## config.mk

```make
export PLATFORM = sky130hd
export DESIGN_NAME = x_ram_unloader
export DESIGN_NICKNAME = d
export VERILOG_FILES = /design/src/rtl/x_ram_unloader.sv
export SDC_FILE = /design/constraint.sdc
export NUM_CORES = 1
export LEC_CHECK = 0
export BUFFER_PORTS_ARGS = -buffer_cell sky130_fd_sc_hd__buf_2
export CORE_ASPECT_RATIO = 1.2
export CORE_MARGIN = 3
export CORE_UTILIZATION = 35
export CTS_BUF_LIST = sky130_fd_sc_hd__clkbuf_4 sky130_fd_sc_hd__clkbuf_8 sky130_fd_sc_hd__clkbuf_16
export CTS_CLUSTER_DIAMETER = 100
export DETAILED_ROUTE_END_ITERATION = 10
export GPL_TIMING_DRIVEN = 0
export PLACE_DENSITY = 0.54
export SLEW_MARGIN = 20
export SYNTH_ARGS = -nofsm -noshare
export SYNTH_HDL_FRONTEND = slang
export SYNTH_SLANG_ARGS = --single-unit
```

## constraint.sdc

```tcl
create_clock -name clock -period 3.1 [get_ports clock]
set_input_delay 0.31 -clock clock [delete_from_list [all_inputs] [get_ports clock]]
set_output_delay 0.31 -clock clock [all_outputs]
set_load 0.005 [all_outputs]
```

## src/rtl/x_ram_unloader.sv

```systemverilog
// X RAM unloader: reads X RAM words from address 0 upward and streams each one
// out as four big-endian bytes over a valid/ready byte interface.
package x_ram_unloader_pkg;
   localparam int unsigned REPRESENTATION_ADDR_WIDTH = 10;
endpackage

module x_ram_unloader
   import x_ram_unloader_pkg::*;
#(
   parameter int unsigned ADDR_WIDTH = REPRESENTATION_ADDR_WIDTH,
   parameter int unsigned DATA_WIDTH = 32
) (
   input  logic                  clock,
   input  logic                  reset,
   input  logic                  start,
   input  logic [ADDR_WIDTH:0]   word_count,
   output logic [ADDR_WIDTH-1:0] read_addr,
   input  logic [DATA_WIDTH-1:0] read_data,
   output logic [7:0]            out_data,
   output logic                  out_valid,
   input  logic                  out_ready,
   output logic                  busy,
   output logic                  done,
   output logic [ADDR_WIDTH:0]   words_sent
);

   localparam int unsigned CNT_W = ADDR_WIDTH + 1;
   localparam logic [CNT_W-1:0] MAX_WORDS = {1'b1, {ADDR_WIDTH{1'b0}}};

   typedef enum logic [2:0] {
      IDLE  = 3'd0,
      FETCH = 3'd1,
      LATCH = 3'd2,
      SEND  = 3'd3,
      DONE  = 3'd4
   } state_t;

   state_t                state_q, state_d;
   logic [ADDR_WIDTH-1:0] read_addr_q, read_addr_d;
   logic [CNT_W-1:0]      count_q, count_d;
   logic [CNT_W-1:0]      words_sent_q, words_sent_d;
   logic [DATA_WIDTH-1:0] word_q, word_d;
   logic [1:0]            idx_q, idx_d;
   logic [7:0]            out_data_q, out_data_d;
   logic                  out_valid_q, out_valid_d;
   logic                  busy_q, busy_d;
   logic                  done_q, done_d;

   // Byte i of a word, counted from the most significant end.
   function automatic logic [7:0] sel_byte(input logic [DATA_WIDTH-1:0] w, input logic [1:0] i);
      logic [7:0] b;
      case (i)
         2'd0:    b = w[31:24];
         2'd1:    b = w[23:16];
         2'd2:    b = w[15:8];
         default: b = w[7:0];
      endcase
      return b;
   endfunction

   always_comb begin
      state_d      = state_q;
      read_addr_d  = read_addr_q;
      count_d      = count_q;
      words_sent_d = words_sent_q;
      word_d       = word_q;
      idx_d        = idx_q;
      out_data_d   = out_data_q;
      out_valid_d  = out_valid_q;

      case (state_q)
         IDLE: begin
            if (start) begin
               count_d      = (word_count > MAX_WORDS) ? MAX_WORDS : word_count;
               words_sent_d = '0;
               read_addr_d  = '0;
               state_d      = (word_count == '0) ? DONE : FETCH;
            end
         end
         FETCH: state_d = LATCH;
         LATCH: begin
            word_d      = read_data;
            idx_d       = 2'd0;
            out_data_d  = sel_byte(read_data, 2'd0);
            out_valid_d = 1'b1;
            state_d     = SEND;
         end
         SEND: begin
            if (out_valid_q && out_ready) begin
               if (idx_q == 2'd3) begin
                  words_sent_d = words_sent_q + CNT_W'(1);
                  out_valid_d  = 1'b0;
                  // Stop on the last word so read_addr never wraps past the top.
                  if ((words_sent_q + CNT_W'(1)) < count_q) begin
                     read_addr_d = read_addr_q + ADDR_WIDTH'(1);
                     state_d     = FETCH;
                  end else begin
                     state_d = DONE;
                  end
               end else begin
                  idx_d      = idx_q + 2'd1;
                  out_data_d = sel_byte(word_q, idx_q + 2'd1);
               end
            end
         end
         DONE:    state_d = IDLE;
         default: state_d = IDLE;
      endcase

      busy_d = (state_d != IDLE);
      done_d = (state_d == DONE);
   end

   always_ff @(posedge clock) begin
      if (reset) begin
         state_q      <= IDLE;
         read_addr_q  <= '0;
         count_q      <= '0;
         words_sent_q <= '0;
         word_q       <= '0;
         idx_q        <= 2'd0;
         out_data_q   <= 8'd0;
         out_valid_q  <= 1'b0;
         busy_q       <= 1'b0;
         done_q       <= 1'b0;
      end else begin
         state_q      <= state_d;
         read_addr_q  <= read_addr_d;
         count_q      <= count_d;
         words_sent_q <= words_sent_d;
         word_q       <= word_d;
         idx_q        <= idx_d;
         out_data_q   <= out_data_d;
         out_valid_q  <= out_valid_d;
         busy_q       <= busy_d;
         done_q       <= done_d;
      end
   end

   assign read_addr  = read_addr_q;
   assign out_data   = out_data_q;
   assign out_valid  = out_valid_q;
   assign busy       = busy_q;
   assign done       = done_q;
   assign words_sent = words_sent_q;

endmodule

```

# == Yosys cells after proc, flatten, opt, wreduce, memory -nomap -nowiden ==
# Index checks and enable logic that the tools add are counted.
# word_totals
reg_bits,80
inputBits,47
word_cells,65
# op_classes
n_addsub,3
order_cmp,2
eq_ne,12
mux,26
reduce_logical,12
# op_table
cell,n
two-way mux 11 bit,4
two-way mux 10 bit,4
one-hot mux 8 bit (3 select lines),1
one-hot mux 11 bit (2 select lines),1
one-hot mux 10 bit (2 select lines),1
two-way mux 8 bit,2
one-hot mux 8 bit (2 select lines),1
two-way mux 3 bit,5
one-hot mux 3 bit (4 select lines),1
adder 11 x 1 -> 11 bit (second input constant),1
> comparator 11 bit (second input constant),1
logical NOT 11 bit,1
< comparator 11 bit,1
adder 10 x 1 -> 10 bit (second input constant),1
!= test 2 bit (second input constant),5
equality test 3 x 2 -> 1 bit (second input constant),2
AND reduction 3 bit,2
AND reduction 5 bit,1
equality test 2 bit (second input constant),2
two-way mux 2 bit,2
one-hot mux 2 bit (2 select lines),1
AND reduction 4 bit,1
nonzero test 2 bit,2
equality test 3 x 1 -> 1 bit (second input constant),1
other kinds (10),11

# == Logic depth before layout (Yosys ltp) ==
# depth
word_depth,7
ltp_mapped,12

# == Worst setup path before layout ==
# OpenSTA, ideal clock, no wires.
# synth_timing
path_type,register to register
from,"register words_sent_q[0], in the netlist words_sent[0]"
to,"register busy_q, in the netlist busy"
setup_ns,0.127
t_arrival_ns,2.606
setup_slack_ns,0.367
path_stages_with_launch,12
n_path_buf,1
cell_sequence,dfxtp_1 ha_1 nand2_1 nor4_1 xor2_1 ha_1 nand4_1 or3_1 o221ai_2 buf_6 o21ai_2 or3_1
# synth_between
elab_chain_cells,7
# synth_lines
element,line_no,rtl
start: declaration,41,"logic [CNT_W-1:0] words_sent_q, words_sent_d;"
start signal: assignment,130,words_sent_q <= words_sent_d;
adder 11 x 1 -> 11 bit,94,if ((words_sent_q + CNT_W'(1)) < count_q) begin
< comparator 11 bit,94,
two-way mux 3 bit,94,
two-way mux 3 bit,90,if (idx_q == 2'd3) begin
two-way mux 3 bit,89,if (out_valid_q && out_ready) begin
one-hot mux 3 bit (4 select lines),71,case (state_q)
nonzero test 3 bit,110,busy_d = (state_d != IDLE);
end signal: assignment,135,busy_q <= busy_d;
end: declaration,46,"logic busy_q, busy_d;"
# Every way passes these cells.
# A chain may end at the register's enable or synchronous reset.

# == Worst setup path after layout ==
# Ends and elaborated chain as after synthesis.

==> flow_metrics.tcl <==
set metrics [dict create \
    chipHeight_um 120 \
    nets 642 \
    ys_ff_latch 80 \
    dp_cells 692 \
    finalHoldViolations 0 \
    arrival_ns 3.08 \
    vias 3689 \
    syn_avg_cell_area_um2 7.84 \
    die_width_um 101 \
    synth_area_um2 3810 \
    yosys.area_share.adder_pct 5.91 \
    area_growth_syn_to_layout_pct 24.8 \
    crit_required_ns 3.31 \
    yosysSeqAreaShare_pct 42.0 \
    place_area_um2 4360 \
    ir_drop_v 0.000302 \
    syn_inst 486 \
    first_pass_iters 5 \
    fin_crit_sh_pct 92.4 \
    max-clock-path-buffers 2 \
    cts_tree "done" \
    drt-vias-per-instance 5.19 \
    synth_top_family_by_area "simple AND/OR/NAND/NOR gates" \
    io_pins 79 \
    grt_pass1_wl_um 16900 \
    grt_max_degree 13 \
    wl_um 10500 \
    ys.flop_type "dfxtp_1" \
    critPathMaxFanout 10 \
    rsz0062_at_grt "false" \
    start_util_pct 36.1 \
    antenna_found_initial 0 \
    p_leak_nw 1.87 \
    dpl.hpwl_um 7970 \
    finalNonFillerCells 711 \
    relSlewSlack_pct 39.6 \
    tightest_slew_ns 0.894 \
    io_buffers 77 \
    min_period_ns 2.86 \
    synth_simple_gate_area_share_pct 24.9 \
    synth_xor_area_share_pct 2.07 \
    synth_area_leader_cell "dfxtp_1" \
    slew_violations 0 \
    power_density_nw_per_um2 565 \
    clock-sinks 80 \
    synth_edf_count 0 \
    skew_ns 0.00910 \
    synth.area.mux_share_pct 0 \
    netlist_top_cells_area "dfxtp_1, nand2_1, a21oi_1" \
    setup_viol 0 \
    insertedDiodeCount 0 \
    cts_made_buffers 9 \
    maxCapViolations 0 \
    design.core.area_um2 10600 \
    hold_class "in2reg" \
    grt_pass1_vias 3584 \
    max_freq_mhz 349 \
    grt_util_all_layers_pct 17.6 \
    ant_nets 0 \
    synth_top_cell_area_share_pct 42.0 \
    cts-root-buf "clkbuf_16" \
    status "complete, no violations" \
    synth_cell_types 45 \
    power_mw 2.69 \
    finish.utilization_pct 45.0 \
    gp_congestion 0.850 \
    final_cell_mix "nand2_1, buf_2, dfxtp_1" \
    synth_compound_area_share_pct 20.1 \
    fill_cells 1098 \
    cp-start-kind "flop" \
    wl_per_cell_um 14.8 \
    async_flop_share_pct 0 \
    syn-num-nets 551 \
    gr-total-overflow 0 \
    die_area_um2 12200 \
    yosysWarnings 0 \
    cts_hold_buf 0 \
    fin_area_um2 4760 \
    drt_iter0_markers 135 \
    core.rowCount 41 \
    setup.worst_path.class "reg2reg" \
    layout-drive-gt1-share_pct 18.9 \
    drc 0 \
    end_kind "flop" \
    insertion_delay_ns 0.34 \
    cts.clk_slew.worst_paths_ns 0.06 \
    layout.cells.most_common "nand2_1" \
    h-tree-depth 3 \
]
## synthesized netlist by cell type, drive strengths merged, types with 2 or more instances
cell / count
nand2b: 2
nand2: 103
o2bb2ai: 2
o21ai: 25
nor4: 3
xor2: 5
buf: 5
and4: 3
a21oi: 69
o31ai: 8
or3: 6
nand4: 5
a222oi: 8
nand3: 11
a211oi: 8
inv: 14
dfxtp: 80
nor3: 3
or4: 7
ha: 18
o21a: 2
and3: 3
nand3b: 2
nor2: 37
clkbuf: 28
xnor2: 4
a31oi: 2
nor3b: 10
## registers in the layout (all words and copies together), names as in the netlist
register	cells
out_valid	1
state_q	3
out_data	8
read_addr	10
word_q	32
count_q	11
idx_q	2
words_sent	11
done	1
busy	1
## timing repair
item                       in CTS  in global routing
gates resized for setup         4                  5
setup endpoints to repair       9                 10
pin swaps                       0                  2
buffers inserted                0                  3
## worst paths after layout
check / start / endpoint / slack [ns] / cells after the start
worst max-delay path: words_sent[0]$_SDFFE_PP0P_ / busy$_SDFF_PP0_ / 0.24 / 11
worst min-delay path: read_data[17] / word_q[17]$_SDFFE_PP0N_ / 0.21 / 3
worst max register to register: words_sent[0]$_SDFFE_PP0P_ / busy$_SDFF_PP0_ / 0.24 / 11
worst min register to register: word_q[25]$_SDFFE_PP0N_ / word_q[25]$_SDFFE_PP0N_ / 0.46 / 2
## through the flow
step           hold WS (ns)  setup TNS [ns]  setup slack, ns
2_1_floorplan         0.436               0            0.367
3_5_place_dp          0.447         -0.0588          -0.0588
5_1_grt               0.204               0           0.0615
3_3_place_gp          0.442         -0.0592          -0.0592
4_1_cts               0.201               0          0.00999
6_report              0.210               0            0.236
## report_power, final
| group | total [mW] | internal, mW | switching [mW] |
|---|---|---|---|
| clock | 1.19 | 0.790 | 0.405 |
| combinational | 0.362 | 0.145 | 0.216 |
| sequential | 1.13 | 1.09 | 0.0411 |
| total | 2.69 | 2.03 | 0.662 |
## critical path: stages, from the launching register on
cell,delay [ns]
dfxtp_4,0.40
ha_1,0.16
nand2_1,0.08
nor4_2,0.25
xor2_1,0.13
ha_1,0.34
nand4_1,0.12
or3_1,0.44
o221ai_4,0.25
buf_6,0.18
o21ai_2,0.06
or3_1,0.35
## final cells by class
class	instances	area, µm²	area share [%]
multi-input combinational	359	2050	43.0
buffer	33	138	2.89
clock buffer	14	282	5.92
clock inverter	2	60.1	1.26
tap	129	161	3.39
sequential	80	1610	33.8
timing repair buffer	80	408	8.58
inverter	14	52.6	1.10
## kinds of logic (layout without fill, tap and decap cells)
kind of cell / Yosys count / count (layout)
simple gates: 203 / 203
compound gates: 129 / 129
flops: 80 / 80
buf+inv: 47 / 143
fa+ha+maj: 18 / 18
xor+xnor: 9 / 9
## layer usage
layer  GRT usage, %  share of wire (%)  wire, µm  up-vias
li1               -                  -         -     1890
met1           21.2                 42      4420     1679
met2           30.1                 50      5280      103
met3           3.17                5.1       534       17
met4           7.98                2.6       274        0
met5              0                  0         0        -
(Power assumes the default switching activity.)
